==> config.mk <==
export PLATFORM = sky130hd
export DESIGN_NAME = serial_adder4
export DESIGN_NICKNAME = d
export VERILOG_FILES = /design/src/rtl/serial_adder4.sv
export SDC_FILE = /design/constraint.sdc
export NUM_CORES = 1
export LEC_CHECK = 0
export ABC_AREA = 1
export BUFFER_PORTS_ARGS = -buffer_cell sky130_fd_sc_hd__buf_4
export CAP_MARGIN = 5
export CORE_MARGIN = 1
export CORE_UTILIZATION = 54
export DETAILED_ROUTE_END_ITERATION = 8
export PLACE_DENSITY = 0.78
export SYNTH_ARGS = -nofsm -noshare
export SYNTH_HDL_FRONTEND = slang
export SYNTH_SLANG_ARGS = --single-unit
==> constraint.sdc <==
create_clock -name clk -period 1.5 [get_ports clk]
set_input_delay 0.15 -clock clk [delete_from_list [all_inputs] [get_ports clk]]
set_output_delay 0.15 -clock clk [all_outputs]
set_load 0.01 [all_outputs]
==> src/rtl/serial_adder4.sv <==
// serial_adder4 -- bit-serial adder with valid/ready handshakes on both sides.
//
// Accepts one operand set {a, b, cin}. It adds one bit per clock, LSB first.
// The result {carry, sum} == a + b + cin is presented with a valid/ready
// output handshake.
//
// Ports
//   clk        rising-edge clock
//   rst        synchronous, active-high reset
//   in_valid   operand set valid          in_ready   block can accept operands
//   a, b       operands (WIDTH bits)      cin        carry in
//   out_valid  sum/carry valid            out_ready  consumer accepts result
//   sum        a+b+cin mod 2^WIDTH        carry      bit WIDTH of a+b+cin
//   busy       high while in CALC or DONE
//   op_count   results consumed, wraps modulo 2^CNT_W
//
// Timing: acceptance on edge k. Bit cycles run on edges k+1 .. k+WIDTH.
// The result is loaded into DONE on edge k+WIDTH+1.
// Every output is driven straight from a flop.

module serial_adder4 #(
    parameter int WIDTH = 4,
    parameter int CNT_W = 8
) (
    input  logic             clk,
    input  logic             rst,
    input  logic             in_valid,
    output logic             in_ready,
    input  logic [WIDTH-1:0] a,
    input  logic [WIDTH-1:0] b,
    input  logic             cin,
    output logic             out_valid,
    input  logic             out_ready,
    output logic [WIDTH-1:0] sum,
    output logic             carry,
    output logic             busy,
    output logic [CNT_W-1:0] op_count
);

    localparam int BC_W = $clog2(WIDTH + 1);
    localparam logic [BC_W-1:0] BC_LAST = BC_W'(WIDTH);

    typedef enum logic [1:0] {IDLE, CALC, DONE} state_t;

    state_t           r_state;
    logic [WIDTH-1:0] r_a_sh;
    logic [WIDTH-1:0] r_b_sh;
    logic [WIDTH-1:0] r_sum_sh;
    logic             r_c;
    logic [BC_W-1:0]  r_cnt;
    logic [WIDTH-1:0] r_sum;
    logic             r_carry;
    logic             r_in_ready;
    logic             r_out_valid;
    logic             r_busy;
    logic [CNT_W-1:0] r_op_count;

    // One full-adder slice acting on the current LSBs
    logic w_s;
    logic w_c;
    assign w_s = r_a_sh[0] ^ r_b_sh[0] ^ r_c;
    assign w_c = (r_a_sh[0] & r_b_sh[0]) | (r_a_sh[0] & r_c) | (r_b_sh[0] & r_c);

    always_ff @(posedge clk) begin
        if (rst) begin
            r_state     <= IDLE;
            r_a_sh      <= '0;
            r_b_sh      <= '0;
            r_sum_sh    <= '0;
            r_c         <= 1'b0;
            r_cnt       <= '0;
            r_sum       <= '0;
            r_carry     <= 1'b0;
            r_in_ready  <= 1'b1;
            r_out_valid <= 1'b0;
            r_busy      <= 1'b0;
            r_op_count  <= '0;
        end else begin
            case (r_state)
                IDLE: begin
                    if (in_valid && r_in_ready) begin
                        r_a_sh     <= a;
                        r_b_sh     <= b;
                        r_c        <= cin;
                        r_cnt      <= '0;
                        r_in_ready <= 1'b0;
                        r_busy     <= 1'b1;
                        r_state    <= CALC;
                    end
                end
                CALC: begin
                    if (r_cnt == BC_LAST) begin
                        // All bits done: this cycle only loads the result
                        r_sum       <= r_sum_sh;
                        r_carry     <= r_c;
                        r_out_valid <= 1'b1;
                        r_state     <= DONE;
                    end else begin
                        r_c      <= w_c;
                        r_sum_sh <= {w_s, r_sum_sh[WIDTH-1:1]};
                        r_a_sh   <= r_a_sh >> 1;
                        r_b_sh   <= r_b_sh >> 1;
                        r_cnt    <= r_cnt + 1'b1;
                    end
                end
                DONE: begin
                    // Return to IDLE only; acceptance waits for the next edge
                    if (r_out_valid && out_ready) begin
                        r_out_valid <= 1'b0;
                        r_in_ready  <= 1'b1;
                        r_busy      <= 1'b0;
                        r_op_count  <= r_op_count + 1'b1;
                        r_state     <= IDLE;
                    end
                end
                default: r_state <= IDLE;
            endcase
        end
    end

    assign in_ready  = r_in_ready;
    assign out_valid = r_out_valid;
    assign sum       = r_sum;
    assign carry     = r_carry;
    assign busy      = r_busy;
    assign op_count  = r_op_count;

endmodule

# ---- Word-level counts from Yosys, hierarchy flattened
# Cells that the tools add are included.
dict set report totals {
  reg_bits 34
  input_bits 13
  out_inout_bits 16
  elab_cells 66
}
dict set report op_classes {
  n_addsub 2
  n_eq_ne 7
  mux 24
  bitwise_logic 8
  reduce_logical 13
}
# operator count
set op_table {}
lappend op_table {{4-bit two-way mux} 4}
lappend op_table {{4-bit one-hot mux with 2 select lines} 2}
lappend op_table {{3-bit AND reduction} 4}
lappend op_table {{8-bit by 1-bit adder with 8-bit output, second input constant} 1}
lappend op_table {{2-bit != test, second input constant} 4}
lappend op_table {{1-bit one-hot mux with 2 select lines} 4}
lappend op_table {{1-bit two-way mux} 7}
lappend op_table {{2-bit two-way mux} 3}
lappend op_table {{3-bit two-way mux} 2}
lappend op_table {{2-bit one-hot mux with 3 select lines} 1}
lappend op_table {{3-bit one-hot mux with 2 select lines} 1}
lappend op_table {{2-bit AND reduction} 3}
lappend op_table {{2-bit nonzero test} 3}
lappend op_table {{3-bit by 1-bit adder with 3-bit output, second input constant} 1}
lappend op_table {{1-bit bitwise AND} 3}
lappend op_table {{3-bit == test, second input constant} 1}
lappend op_table {{2-bit by 1-bit == test with 1-bit output, second input constant} 1}
lappend op_table {{2-bit == test, second input constant} 1}
lappend op_table {{1-bit logical AND} 2}
lappend op_table {{2-bit zero test} 1}
lappend op_table {{1-bit OR} 2}
lappend op_table {{1-bit bitwise XOR} 2}
lappend op_table {{1-bit inverter} 1}

# ---- Logic depth before layout (Yosys ltp)
# Gate-level depths: netlist of the first run.
dict set report logic_depth {
  depth_word 5
  mapped_depth 8
  mapped_depth_nobuf 8
}

# ---- Worst setup path before layout of the first run
# OpenSTA, ideal clock, no wires.
dict set report synth_timing {
  path_kind {flip-flop to flip-flop}
  from {register r_cnt[0]}
  to {register r_cnt[0]}
  setup_ps 70
  arrival_time_ps 1133
  required_time_ps 1430
  setup_slack_ps 297
  stages_incl_launch_ff 8
  path_buffers 0
  synth_period_minus_slack_ps 1203
  path_cell_list {dfxtp_1 -> inv_1 -> ha_1 -> nand2_2 -> inv_1 -> nor2_1 -> o21ai_0 -> a21oi_1}
}
dict set report synth_via {
  elab_chain_cells 3
  elab_cells_between_ends 6
  classes_between {add/sub: 1; eq/ne: 2; mux: 2; reduce/logical: 1}
}
# item line_no
set synth_lines {}
lappend synth_lines {{start, declared} 50} ;# logic [BC_W-1:0] r_cnt;
lappend synth_lines {{start signal, assigned} 103} ;# r_cnt <= r_cnt + 1'b1;
lappend synth_lines {{3-bit by 1-bit adder with 3-bit output / 3-bit == test (equally long branches)} {103, 92}}
lappend synth_lines {{3-bit two-way mux / 2-bit != test (equally long branches)} n/a}
lappend synth_lines {{3-bit one-hot mux with 2 select lines / 3-bit AND reduction (equally long branches)} n/a}
# Parallel ways exist; a longest one is shown, timed or not. The select of a mux whose other input is x is not followed.
# A chain may end at the register's enable or synchronous reset.

# ---- Final worst setup path of the first run
dict set report layout_timing {
  from {register r_cnt[0]}
  to {register r_b_sh[0]}
}
dict set report layout_via {
  elab_chain_cells 3
}
# item line_no
set layout_lines {}
lappend layout_lines {{3-bit == test} 92} ;# if (r_cnt == BC_LAST) begin
lappend layout_lines {{2-bit != test (no line)} n/a}
lappend layout_lines {{3-bit AND reduction (no line)} n/a}
lappend layout_lines {{end signal, assigned} 102} ;# r_b_sh <= r_b_sh >> 1;
lappend layout_lines {{end, declared} 47} ;# logic [WIDTH-1:0] r_b_sh;
# No other way between the ends.

==> metrics.csv, run 1 <==
metric,value,unit
outcome,"complete, no violations",
cts_buffers,5,
relSlewSlack,71.79,%
coreArea,0.002781,mm2
rsz0062_at_grt,false,
post-route-util,66.44,%
synth-seq-cells,34,
syn_nets,238,
die_width,56.44,um
synthSimpleGateAreaFrac,35.18,%
h-tree-depth,2,
insertedDiodeCount,0,
reg2reg_from,r_cnt[0],
finalPower,1.743,mW
synth_cell_type_count,21,
grt_first_pass_wirelength,5064,um
synth_xor_area_share,0,%
fin_nets,267,
fin_crit,1368,ps
synth_area,0.001600,mm2
insertion_delay,330,ps
synth_compound_gate_area_share,8.757,%
port_buffers,28,
ys_warn_count,0,
clockBufferDepth,2,
placed_area,0.001800,mm2
vdd_drop_max,0.0009207,V
p_leak,0.8696,nW
synth_fa_ha_area_share,3.597,%
avgViaCountPerCell,4.932,
finClkSkew,6.368,ps
netlist_instances,221,
worst-setup-path-type,reg2reg,
stdcell_area,0.001848,mm2
setup_viol,0,
pin_count,29,
synth_mux_area_share,0,%
antenna_found_initial,0,
gp_congestion,0.7577,
die_h,56.44,um
hold_class,in2reg,
design.die.area,0.003185,mm2
routed-via-count,1386,
startpoint,r_cnt[0],
finalMaxSlewViolations,0,
fmax,0.7308,GHz
cp-start-kind,flip-flop,
firstDrtPassIters,4,
layout-drive-gt1-share,19.60,%
fin_crit_sh,91.23,%
rows,19,
tightest_slew,422.5,ps
post-route-drc-count,0,
p_per_area,943.1,mW/mm2
ant_nets,0,
cp-end-kind,flip-flop,
critPathMaxFanout,14,
avgSynthCellArea,7.241,um2
grt_overflow_total,0,
cts_tree,built,
grt_max_degree,28,
syn_to_final_growth,15.48,%
drv_cap,0,
wl_per_cell,10.49,um
clkSinkCount,34,
synth_top_family_by_area,simple AND/OR/NAND/NOR gates,
hold_viol,0,
path_clk_slew,100,ps
hpwl,2023,um
min_from,a[3],
gr-usage-all-layers,20.09,%
wl,2947,um
root_buffer,clkbuf_4,
start_util,57.53,%
required,1740,ps
seq_area_frac_synth,42.53,%
fillers,268,
arrival,1610,ps
grt_pass1_vias,1241,
dr.first_iter.drc_count,51,
final.setup.tns,0,ps
synth_stat cells:
cell      instances  area [um2]
inv_2             2       7.510
nand2_4           1       11.26
ha_1              3       37.54
nand4_1           3       18.77
nand3_1          12       60.06
buf_2             3       15.01
nand2_8           1       20.02
a21oi_1          11       55.05
nor2_1           44       165.2
nand2_2           2       12.51
nand2_1          50       187.7
inv_6             1       8.760
nand3_2           5       50.05
buf_6             3       33.78
nand3b_1          2       15.01
fa_1              1       20.02
inv_1            23       86.33
o21ai_0          17       85.08
buf_4             1       7.510
nor2_4            2       22.52
dfxtp_1          34       680.7
layout make-up:
type,instances,area [um2],share of cell area (%)
Clock buffer,7,45.04,2.437
Sequential cell,34,680.7,36.83
Multi-Input combinational cell,154,763.2,41.30
Inverter,26,102.6,5.552
Tap cell,31,38.79,2.099
Timing Repair Buffer,29,217.7,11.78
worst max-delay path, stage by stage (launching register included):
cell and delay [ps]:
dfxtp_1 380, inv_1 60, ha_1 200, nand2_2 170, nand2_8 120, nand2_2 110
inv_2 90, nor2_1 100, nor2_1 50
timing repair:
item / in CTS / in global routing
setup endpoints to repair: 0 / 1
hold buffers: 0 / 0
resized for setup: 0 / 1
setup buffers: 0 / 0
hold endpoints to repair: 0 / 0
kinds of logic (layout without fill, tap and decap cells):
kind of cell	count (synthesis)	after routing
AO/OA/AOI/OAI	28	28
adder cells (fa/ha/maj)	4	4
buffers and inverters	33	62
flip-flops	34	34
AND/OR/NAND/NOR	122	122
state kept, by name (all words and copies together) (netlist names):
register / flops
out_valid: 1
r_cnt: 3
busy: 1
r_b_sh: 4
carry: 1
r_state: 2
r_c: 1
r_a_sh: 4
r_sum_sh: 4
op_count: 8
sum: 4
in_ready: 1
power by group:
group          switching (mW)  internal (mW)
clock                   0.290          0.177
combinational           0.169          0.116
sequential             0.0327          0.959
total                   0.491           1.25
layer usage:
| layer | up-vias | part of all wire (%) | global-route usage (%) |
|---|---|---|---|
| met2 | 24 | 45 | 31.93 |
| met1 | 606 | 50 | 25.25 |
| li1 | 751 | - | - |
| met3 | 5 | 3.7 | 7.143 |
| met5 | - | 0 | 0 |
| met4 | 0 | 1.2 | 6.620 |
path summary, 6_finish.rpt:
check | to | cells after the start | slack [ps]
setup reg to reg | r_b_sh[0] | 8 | 130
setup / recovery | r_b_sh[0] | 8 | 130
hold reg to reg | out_valid | 2 | 490
hold / removal | r_a_sh[3] | 3 | 20
layout by cell type, fill, tap and decap left out, drive strengths merged:
cell,Yosys,routed
buf,7,29
clkbuf,0,7
ha,3,3
nor2,46,46
dfxtp,34,34
nand3b,2,2
fa,1,1
nand4,3,3
nand3,17,17
a21oi,11,11
o21ai,17,17
inv,26,26
nand2,54,54
through the flow:
step	hold slack [ps]	worst slack, ps	std cells
final	22.28	131.6	281
after CTS	13.20	108.9	281
after global placement	376.8	183.8	274
after detailed placement	361.7	130.1	274
after floorplan	262.7	296.9	221
after global routing	36.32	32.67	281
Note: power is estimated with default switching activity, not from simulation.
==> run 2, diff against run 1 <==
--- a/config.mk
+++ b/config.mk
@@ -8,10 +8,12 @@
 export ABC_AREA = 1
 export BUFFER_PORTS_ARGS = -buffer_cell sky130_fd_sc_hd__buf_4
 export CAP_MARGIN = 5
+export CELL_PAD_IN_SITES_DETAIL_PLACEMENT = 0
+export CELL_PAD_IN_SITES_GLOBAL_PLACEMENT = 1
 export CORE_MARGIN = 1
-export CORE_UTILIZATION = 54
+export CORE_UTILIZATION = 39
 export DETAILED_ROUTE_END_ITERATION = 8
-export PLACE_DENSITY = 0.78
+export PLACE_DENSITY_LB_ADDON = 0.1
 export SYNTH_ARGS = -nofsm -noshare
 export SYNTH_HDL_FRONTEND = slang
 export SYNTH_SLANG_ARGS = --single-unit
==> run 2 against run 1 <==
  * Sequential cell count stayed put
  * Design area is 3.1% higher
  * Clock-buffer cell count stayed put
  * Utilization is 16 points lower
  * Critical path depth stayed put
  * Critical endpoint unchanged
  * Non-clock buffer count stayed put
  * Clock power is 33% higher
  * Clock skew is 0.50 ps higher
==> metrics.csv, run 2 (synthesized netlist as in run 1, its figures left out) <==
metric,value,unit
rows,22,
clockBufferDepth,2,
antenna_found_initial,0,
relSlewSlack,71.76,%
ctsHoldBuffers,0,
ctsResizeCount,0,
arrival,1500,ps
cp-endpoint,r_b_sh[0],
setup_viol,0,
rsz0062_at_grt,false,
required,1680,ps
port_buffers,28,
hold_class,in2reg,
dr.first_iter.drc_count,37,
start_util,42.13,%
startpoint,r_cnt[0],
tightest_slew,423.0,ps
sw_frac_of_total,26.45,%
rrSetupSlack,170,ps
firstDrtPassIters,4,
finClkSkew,6.871,ps
routed-via-count,1367,
wl_per_cell,10.22,um
critPathMaxFanout,14,
cts_tree,built,
cp-end-kind,flip-flop,
layout_common_cells,"nand2_1, nor2_1, dfxtp_1",
gr-usage-all-layers,16.16,%
finalMaxSlewViolations,0,
largest_reg_flops,8,
final.setup.tns,0,ps
pin_count,29,
switchingPower,0.5014,mW
reg2reg_from,r_cnt[0],
ff2ff_path_depth,8,
root_buffer,clkbuf_8,
seqCellArea,680.7,um2
insertion_delay,280,ps
fin_crit_sh,88.43,%
cts_buffers,5,
grt_overflow_total,0,
wl,3046,um
fmax,0.7539,GHz
insertedDiodeCount,0,
hold_viol,0,
fillers,402,
pre_cts_ws,122.3,ps
h-tree-depth,2,
p_per_area,994.8,mW/mm2
post-route-drc-count,0,
ant_nets,0,
p_seq_share,52.3,%
fin_crit,1327,ps
p_clk_share,32.7,%
syn_to_final_growth,19.08,%
layout-drive-gt1-share,19.60,%
grt_first_pass_wirelength,5250,um
multi_input_area,768.2,um2
die_width,66.06,um
gp_congestion,0.6813,
pwr-share-comb,15.0,%
p_int,1.394,mW
p_leak,0.8864,nW
coreArea,0.003799,mm2
die_h,66.06,um
worst-setup-path-type,reg2reg,
clkSinkCount,34,
r2r_end,r_b_sh[0],
grt_pass1_vias,1220,
final_common_cell,nand2_1,
avgViaCountPerCell,4.587,
hold_slack,71.70,ps
cp-start-kind,flip-flop,
grt_max_degree,28,
fin_nets,267,
outcome,"complete, no violations",
vdd_drop_max,0.0005819,V
hpwl,2140,um
design.die.area,0.004363,mm2
path_clk_slew,60,ps
cts_setup_buffers,0,
drv_cap,0,
fin_ws,173.5,ps
run 2: cell count changes in the layout (fill, tap and decap cells not counted):
cell,change
nand2_2,-1
nand2_4,+1
clkbuf_4,-5
clkbuf_8,+5
run 2: critical path, stage by stage, from the launching register on:
cell,delay (ps)
dfxtp_1,370
inv_1,60
ha_1,220
nand2_4,130
nand2_8,110
nand2_2,110
inv_2,100
nor2_1,100
nor2_1,50
run 2: area by class of cell:
| cell class | instances | share of cell area (%) |
|---|---|---|
| Tap cell | 48 | 3.152 |
| Multi-Input combinational cell | 154 | 40.32 |
| Timing Repair Buffer | 29 | 11.42 |
| Clock buffer | 7 | 4.005 |
| Sequential cell | 34 | 35.72 |
| Inverter | 26 | 5.384 |
run 2: metrics by stage:
step | area [um2] | total power, mW | instances | utilization, %
final | 1906 | 1.896 | 298 | 50.16
after global routing | 1906 | 2.022 | 298 | 50.16
after CTS | 1898 | 1.929 | 298 | 49.97
after detailed placement | 1822 | 1.298 | 291 | 47.96
after global placement | 1822 | 1.298 | 291 | 47.96
after floorplan | 1600 | 1.229 | 221 | -
run 2: power by group through the flow:
stage | clock network (mW) | registers (mW) | logic (mW)
2_1_floorplan | 0 | 1.01 | 0.220
3_3_place_gp | 0 | 1.01 | 0.286
3_5_place_dp | 0 | 1.01 | 0.285
4_1_cts | 0.651 | 0.993 | 0.286
5_1_grt | 0.693 | 0.999 | 0.329
6_report | 0.620 | 0.992 | 0.284
run 2: layer usage:
layer  share of wire [%]  track usage, %  wire, um  up-vias
met5                   0               0         0        -
met4                 2.1           8.777        63        0
met3                 4.0           4.310       122        7
met2                  43           25.64      1324       23
met1                  50           19.71      1535      586
li1                    -               -         -      751
run 2: worst min path at each step:
stage                     from         to  slack [ps]  cells past startpoint
after global placement    a[3]  r_a_sh[3]         360                      3
after global routing      a[3]  r_a_sh[3]         100                      3
final                     b[3]  r_b_sh[3]          70                      3
after detailed placement  a[3]  r_a_sh[3]         360                      3
after CTS                 a[3]  r_a_sh[3]          70                      3
after floorplan           a[3]  r_a_sh[3]         260                      2
